### config.mk
export PLATFORM = sky130hd
export DESIGN_NAME = usb2_buf_copy_ctrl
export DESIGN_NICKNAME = d
export VERILOG_FILES = /design/src/rtl/usb2_buf_copy_ctrl.sv
export SDC_FILE = /design/constraint.sdc
export NUM_CORES = 1
export LEC_CHECK = 0
export CAP_MARGIN = 20
export CORE_ASPECT_RATIO = 1.75
export CORE_MARGIN = 3
export CORE_UTILIZATION = 43
export DETAILED_ROUTE_END_ITERATION = 10
export GPL_TIMING_DRIVEN = 0
export PLACE_DENSITY_LB_ADDON = 0.05
export SETUP_SLACK_MARGIN = 0.3
export SLEW_MARGIN = 20
export SYNTH_ARGS = -nofsm -noshare
export SYNTH_HDL_FRONTEND = slang
export SYNTH_SLANG_ARGS = --single-unit
### constraint.sdc
create_clock -name phy_clk -period 2.15 [get_ports phy_clk]
set_input_delay 0.3225 -clock phy_clk [delete_from_list [all_inputs] [get_ports phy_clk]]
set_output_delay 0.3225 -clock phy_clk [all_outputs]
set_load 0.02 [all_outputs]
### src/rtl/usb2_buf_copy_ctrl.sv
// usb2_buf_copy_ctrl
// Copies one packet from a source endpoint buffer (BRAM read port) into a
// destination endpoint buffer (BRAM write port) at one byte per clock, then
// pulses dst_commit (destination xfer_in) together with done.
//
// Interface handshake:
//   req is a level sampled only in IDLE, and src_len is captured with it.
//   Once busy, further req pulses are ignored and are not queued. dst_ready
//   gates the start of streaming only, so a later drop is ignored. abort
//   returns to IDLE on the next clock from any state and flushes pending writes.
//
// Optional feature: define USB2_COPY_CKSUM_EN to add the cksum output, which
// is the modulo-256 sum of every byte written by the current copy.
//
// dbg_state exposes the sequencer state for checkers and bring-up.
module usb2_buf_copy_ctrl #(
    parameter int ADDR_W  = 9,
    parameter int LEN_W   = 10,
    parameter int MAX_LEN = 512,
    parameter int RD_LAT  = 2
) (
    input  logic              phy_clk,
    input  logic              reset,
    input  logic              req,
    input  logic [LEN_W-1:0]  src_len,
    input  logic              dst_ready,
    input  logic              abort,
    output logic [ADDR_W-1:0] src_rd_addr,
    input  logic [7:0]        src_rd_q,
    output logic [ADDR_W-1:0] dst_wr_addr,
    output logic [7:0]        dst_wr_data,
    output logic              dst_wr_en,
    output logic              dst_commit,
    output logic              busy,
    output logic              done,
    output logic              err_len,
    output logic [2:0]        dbg_state
`ifdef USB2_COPY_CKSUM_EN
    ,
    output logic [7:0]        cksum
`endif
);

    typedef enum logic [2:0] {
        S_IDLE     = 3'd0,
        S_WAIT_DST = 3'd1,
        S_READ     = 3'd2,
        S_DRAIN    = 3'd3,
        S_COMMIT   = 3'd4
    } state_t;

    localparam logic [LEN_W-1:0] MAX_LEN_V = LEN_W'(MAX_LEN);

    state_t              state_q;
    state_t              state_d;
    logic [LEN_W-1:0]    len_q;       // clamped packet length of this copy
    logic [LEN_W-1:0]    rd_cnt_q;    // next read address to issue
    logic [ADDR_W-1:0]   wr_cnt_q;    // next write address (writes are in order)
    logic [RD_LAT-1:0]   vld_q;       // one tag per read in flight; MSB = data present now
    logic [RD_LAT-1:0]   vld_shift;   // tags advanced by one clock, with a new one inserted
    logic                issue;       // a read address is presented this clock
    logic                start_ok;    // IDLE accepts a request this clock
    logic                enter_read;  // WAIT_DST moves to READ this clock
    logic                last_rd;     // the address presented now is the final one

    assign start_ok   = (state_q == S_IDLE) && req && !abort;
    assign enter_read = (state_q == S_WAIT_DST) && dst_ready && !abort && (len_q != '0);
    assign issue      = (state_q == S_READ) && !abort;
    assign last_rd    = (rd_cnt_q == (len_q - LEN_W'(1)));

    // Advance the read-tag pipeline; the oldest tag drops off the top.
    always_comb begin
        vld_shift = vld_q << 1;
        vld_shift = vld_shift | RD_LAT'(issue);
    end

    // State register.
    always_ff @(posedge phy_clk) begin
        if (reset) begin
            state_q <= S_IDLE;
        end else begin
            state_q <= state_d;
        end
    end

    // Next-state logic: abort overrides everything outside IDLE.
    always_comb begin
        state_d = state_q;
        case (state_q)
            S_IDLE: begin
                if (start_ok) begin
                    state_d = S_WAIT_DST;
                end
            end
            S_WAIT_DST: begin
                if (abort) begin
                    state_d = S_IDLE;
                end else if (dst_ready) begin
                    // A zero-length packet commits without touching either buffer.
                    state_d = (len_q == '0) ? S_COMMIT : S_READ;
                end
            end
            S_READ: begin
                if (abort) begin
                    state_d = S_IDLE;
                end else if (last_rd) begin
                    state_d = S_DRAIN;
                end
            end
            S_DRAIN: begin
                // Leave once the last tag is exiting, so commit follows the final write.
                if (abort) begin
                    state_d = S_IDLE;
                end else if (vld_shift == '0) begin
                    state_d = S_COMMIT;
                end
            end
            S_COMMIT: begin
                state_d = S_IDLE;
            end
            default: begin
                state_d = S_IDLE;
            end
        endcase
    end

    // Request capture: clamp the length and record any oversize request.
    always_ff @(posedge phy_clk) begin
        if (reset) begin
            len_q   <= '0;
            err_len <= 1'b0;
        end else if (start_ok) begin
            len_q <= (src_len > MAX_LEN_V) ? MAX_LEN_V : src_len;
            if (src_len > MAX_LEN_V) begin
                err_len <= 1'b1;
            end
        end
    end

    // Read address counter; it restarts when streaming begins.
    always_ff @(posedge phy_clk) begin
        if (reset) begin
            rd_cnt_q <= '0;
        end else if (enter_read) begin
            rd_cnt_q <= '0;
        end else if (issue) begin
            rd_cnt_q <= rd_cnt_q + LEN_W'(1);
        end
    end

    // Tag pipeline matching the source read latency; abort flushes it.
    always_ff @(posedge phy_clk) begin
        if (reset) begin
            vld_q <= '0;
        end else if (abort) begin
            vld_q <= '0;
        end else begin
            vld_q <= vld_shift;
        end
    end

    // Write address counter; it advances on every byte written.
    always_ff @(posedge phy_clk) begin
        if (reset) begin
            wr_cnt_q <= '0;
        end else if (enter_read) begin
            wr_cnt_q <= '0;
        end else if (dst_wr_en) begin
            wr_cnt_q <= wr_cnt_q + ADDR_W'(1);
        end
    end

`ifdef USB2_COPY_CKSUM_EN
    logic [7:0] cksum_q;

    // Running byte sum: cleared on entering READ and held after the copy ends.
    always_ff @(posedge phy_clk) begin
        if (reset) begin
            cksum_q <= 8'h00;
        end else if (enter_read) begin
            cksum_q <= 8'h00;
        end else if (dst_wr_en) begin
            cksum_q <= cksum_q + dst_wr_data;
        end
    end

    assign cksum = cksum_q;
`endif

    // Output decode. Write data is forced to zero when no write is strobed.
    always_comb begin
        src_rd_addr = rd_cnt_q[ADDR_W-1:0];
        dst_wr_en   = vld_q[RD_LAT-1];
        dst_wr_addr = wr_cnt_q;
        dst_wr_data = dst_wr_en ? src_rd_q : 8'h00;
        busy        = (state_q != S_IDLE);
        dst_commit  = (state_q == S_COMMIT);
        done        = (state_q == S_COMMIT);
        dbg_state   = state_q;
    end

endmodule

==> metrics <==
# diodes 0; metal2 WL 2760 um; CTS max path bufs 2; worst r2r path cells 7; WP buf/inv 1; Top Family by Delay on Critical Path simple AND/OR/NAND/NOR gates; mean routed wirelength per cell around 14 um; Period Utilization, post-route a little over nine tenths; clk_lat worst skew about 0.29 ns; worst-path cell with the longest stage delay or4b_4; worst hold margin 0.481 ns; I/O Pins 57; Post-synth EDFFs 0; die area roughly 0.0055 sq mm; first drt pass iteration count 4; Main synth FF type dfxtp_1; post-synthesis sequential area ratio a little over a third; class of the worst hold path flip-flop to flip-flop; routability cong. slightly below 0.8; cell taking the most area after synthesis dfxtp_1; number of global-route vias before repair between 1500 and 2000; Mean Syn Cell Area roughly 8.3 sq um; H-tree levels 2; Syn Std Cell Area around 0.0020 sq mm; drt initial violations 67; Ys Warns 0; Core Box Area 0.00444 sq mm; #FFs+latches synth 35; Critical Path, Cell by Cell inv_4 -> ha_4 -> or4b_4 -> o41ai_4 -> a21oi_1 -> or3_4 -> a41o_1; CP endpoint kind flip-flop; initial antenna violation count 0; kind of critical path flip-flop to flip-flop; Clock Root Buffer clkbuf_8; GRT Overall Usage between 10% and 20%; Hold Path End err_len; HP Start err_len; layout cell share with drive strength beyond 1 25.2%; crit path time final between 2 and 2.5 ns; Final ANT Viol Nets 0; post-DP HPWL 3670 um; Synthesized Nets 265; Power Density roughly 470 mW/mm^2; DP Cell Count between 300 and 400; Final Skew 0.00556 ns; Critical Path Fanout Max 4; critical path's largest stage delay 0.51 ns; Synth top area share a little over a third; final slew viol count 0; CTS tree yes; total grt overflow 0; # Max-Cap Violations 0; DR WL met3 about 260 um; f_max a little under 0.5 GHz; top sig layer met4; Met1 Wirelength roughly 1800 um; reg2reg setup slack slightly above 0.08 ns; nets roughly 340; Mapped Cells between 200 and 250; RR Startpoint len_q[1]; RSZ-0062 raised after global routing yes; first-pass GRT wire length 7870 um; worst-margin pin slew 0.505 ns; Num CTS Buffers 5; P_leak approximately 1.2 nW; initial cell density of the core 44.5%; fin cells approximately 370; hold_buf cts 0; worst rel slew slack between 60% and 70%; CTS sink cnt 35; Hold Vio Cnt, Final 0; final setup fails 0; Synth area leaders dfxtp_1 (35%), xor2_1 (6.6%), nor2_1 (6.1%), xnor2_1 (5.3%), nand2_1 (4.9%); Synth-to-Final Area Change 52.1%; IR drop worst, VDD ~0.34 mV; WHS Path Cells 2; Worst-path clk slew 0.08 ns; asr flop ratio synth 0%; Vias/cell between 5 and 6; IO buf count 55; total number of vias 1910; Core Rows 32; startpoint types flip-flop; crit path DAT roughly 2.3 ns; Netlist cell types 42; status finished clean; final wirelength 5030 um; die height ~96 um; Die X around 57 um; largest net degree at the start of global routing 13; Crit Reg-Reg Endpoint dbg_state[0]; drc violations 0; Worst Path Required between 2 and 2.5 ns
-- worst min-delay path, cell delays in order (launching register included) --
cell,delay (ns)
dfxtp_1,0.34
a31oi_1,0.04
nor2_1,0.07
-- sequential cells by signal, summed over array words and instances, names as in the netlist --
name and cells:
len_q 10, rd_cnt_q 10, dst_wr_addr 9, dbg_state 3
vld_q 2, err_len 1
-- cells by family (layout without fill, tap and decap cells) --
group                      after synthesis  count (layout)  share of synthesized area, %
AOI/OAI and AO/OA                       29              29                          9.48
xor gates and xnor gates                27              27                          11.9
adders and majority gates                3               3                          1.90
buffers and inverters                   24             102                          7.71
DFF                                     35              35                          35.4
muxes                                    3               3                          1.52
and+or+nand+nor                        118             118                          32.0
-- what timing repair did --
action	in CTS	in global routing
pin swaps	3	12
endpoints found under the setup margin	39	36
gates cloned	0	2
buffers inserted	5	8
resized for setup	22	38
-- routing by layer --
| layer | track usage (%) | up-vias |
|---|---|---|
| met5 | 0 | - |
| met4 | 13.0 | 0 |
| met3 | 4.30 | 18 |
| met2 | 33.8 | 59 |
| met1 | 18.1 | 864 |
| li1 | - | 969 |
-- placed cells by master, fill, tap and decap left out, drive strengths merged, types with 10 or more instances in the layout --
cell / netlist / layout
nor2: 32 / 32
dfxtp: 35 / 35
clkbuf: 5 / 10
xnor2: 12 / 12
buf: 15 / 30
xor2: 15 / 15
nand2: 26 / 26
clkdlybuf4s50: 0 / 44
dlygate4sd2: 0 / 10
a21oi: 15 / 15
-- worst max-delay path by stage --
| stage | startpoint | cells past startpoint | end |
|---|---|---|---|
| floorplan | len_q[0] | 7 | dbg_state[0] |
| global placement | len_q[0] | 7 | dbg_state[0] |
| detailed placement | len_q[0] | 7 | dbg_state[0] |
| CTS | len_q[1] | 7 | dbg_state[0] |
| global route | len_q[1] | 7 | dbg_state[0] |
| finish | len_q[1] | 7 | dbg_state[0] |
-- cell type report --
type	count	area [sq um]
flip-flops and latches	35	717
multi-input cells	180	1280
repair buffers	70	682
inverters	4	20.0
plain buffers	20	155
clock buffers	5	68.8
well taps	51	63.8
clock inverters	3	20.0
fillers	379	1430
-- cell usage after synthesis (4+ instances only) --
master    count
dfxtp_1      35
nor2_1       32
nand2_1      26
a21oi_1      15
xor2_1       15
xnor2_1      12
buf_4        10
and2_1        8
nor3_1        8
nand4_1       7
nor3b_1       6
clkbuf_1      5
nand3_1       5
and3_1        4
nor4_1        4
o211ai_1      4
or3_1         4
-- per-stage QoR --
| step | setup TNS, ns | total power [mW] | util [%] | setup slack (ns) | area [sq um] |
|---|---|---|---|---|---|
| finish | 0 | 1.41 | 67.7 | 0.0822 | 3010 |
| global route | 0 | 1.48 | 67.7 | 0.00996 | 3010 |
| CTS | 0 | 1.39 | 62.8 | 0.0364 | 2790 |
| detailed placement | -0.0275 | 0.897 | 59.1 | -0.0275 | 2630 |
| global placement | 0 | 0.894 | 59.1 | 0.00289 | 2630 |
| floorplan | 0 | 0.815 | - | 0.219 | 2010 |
-- where the power goes --
group          switching (mW)  total [mW]  internal, mW
clock                   0.253       0.478         0.225
sequential             0.0128       0.669         0.657
combinational           0.123       0.267         0.144
No activity file was read; power rests on OpenSTA's default activity.
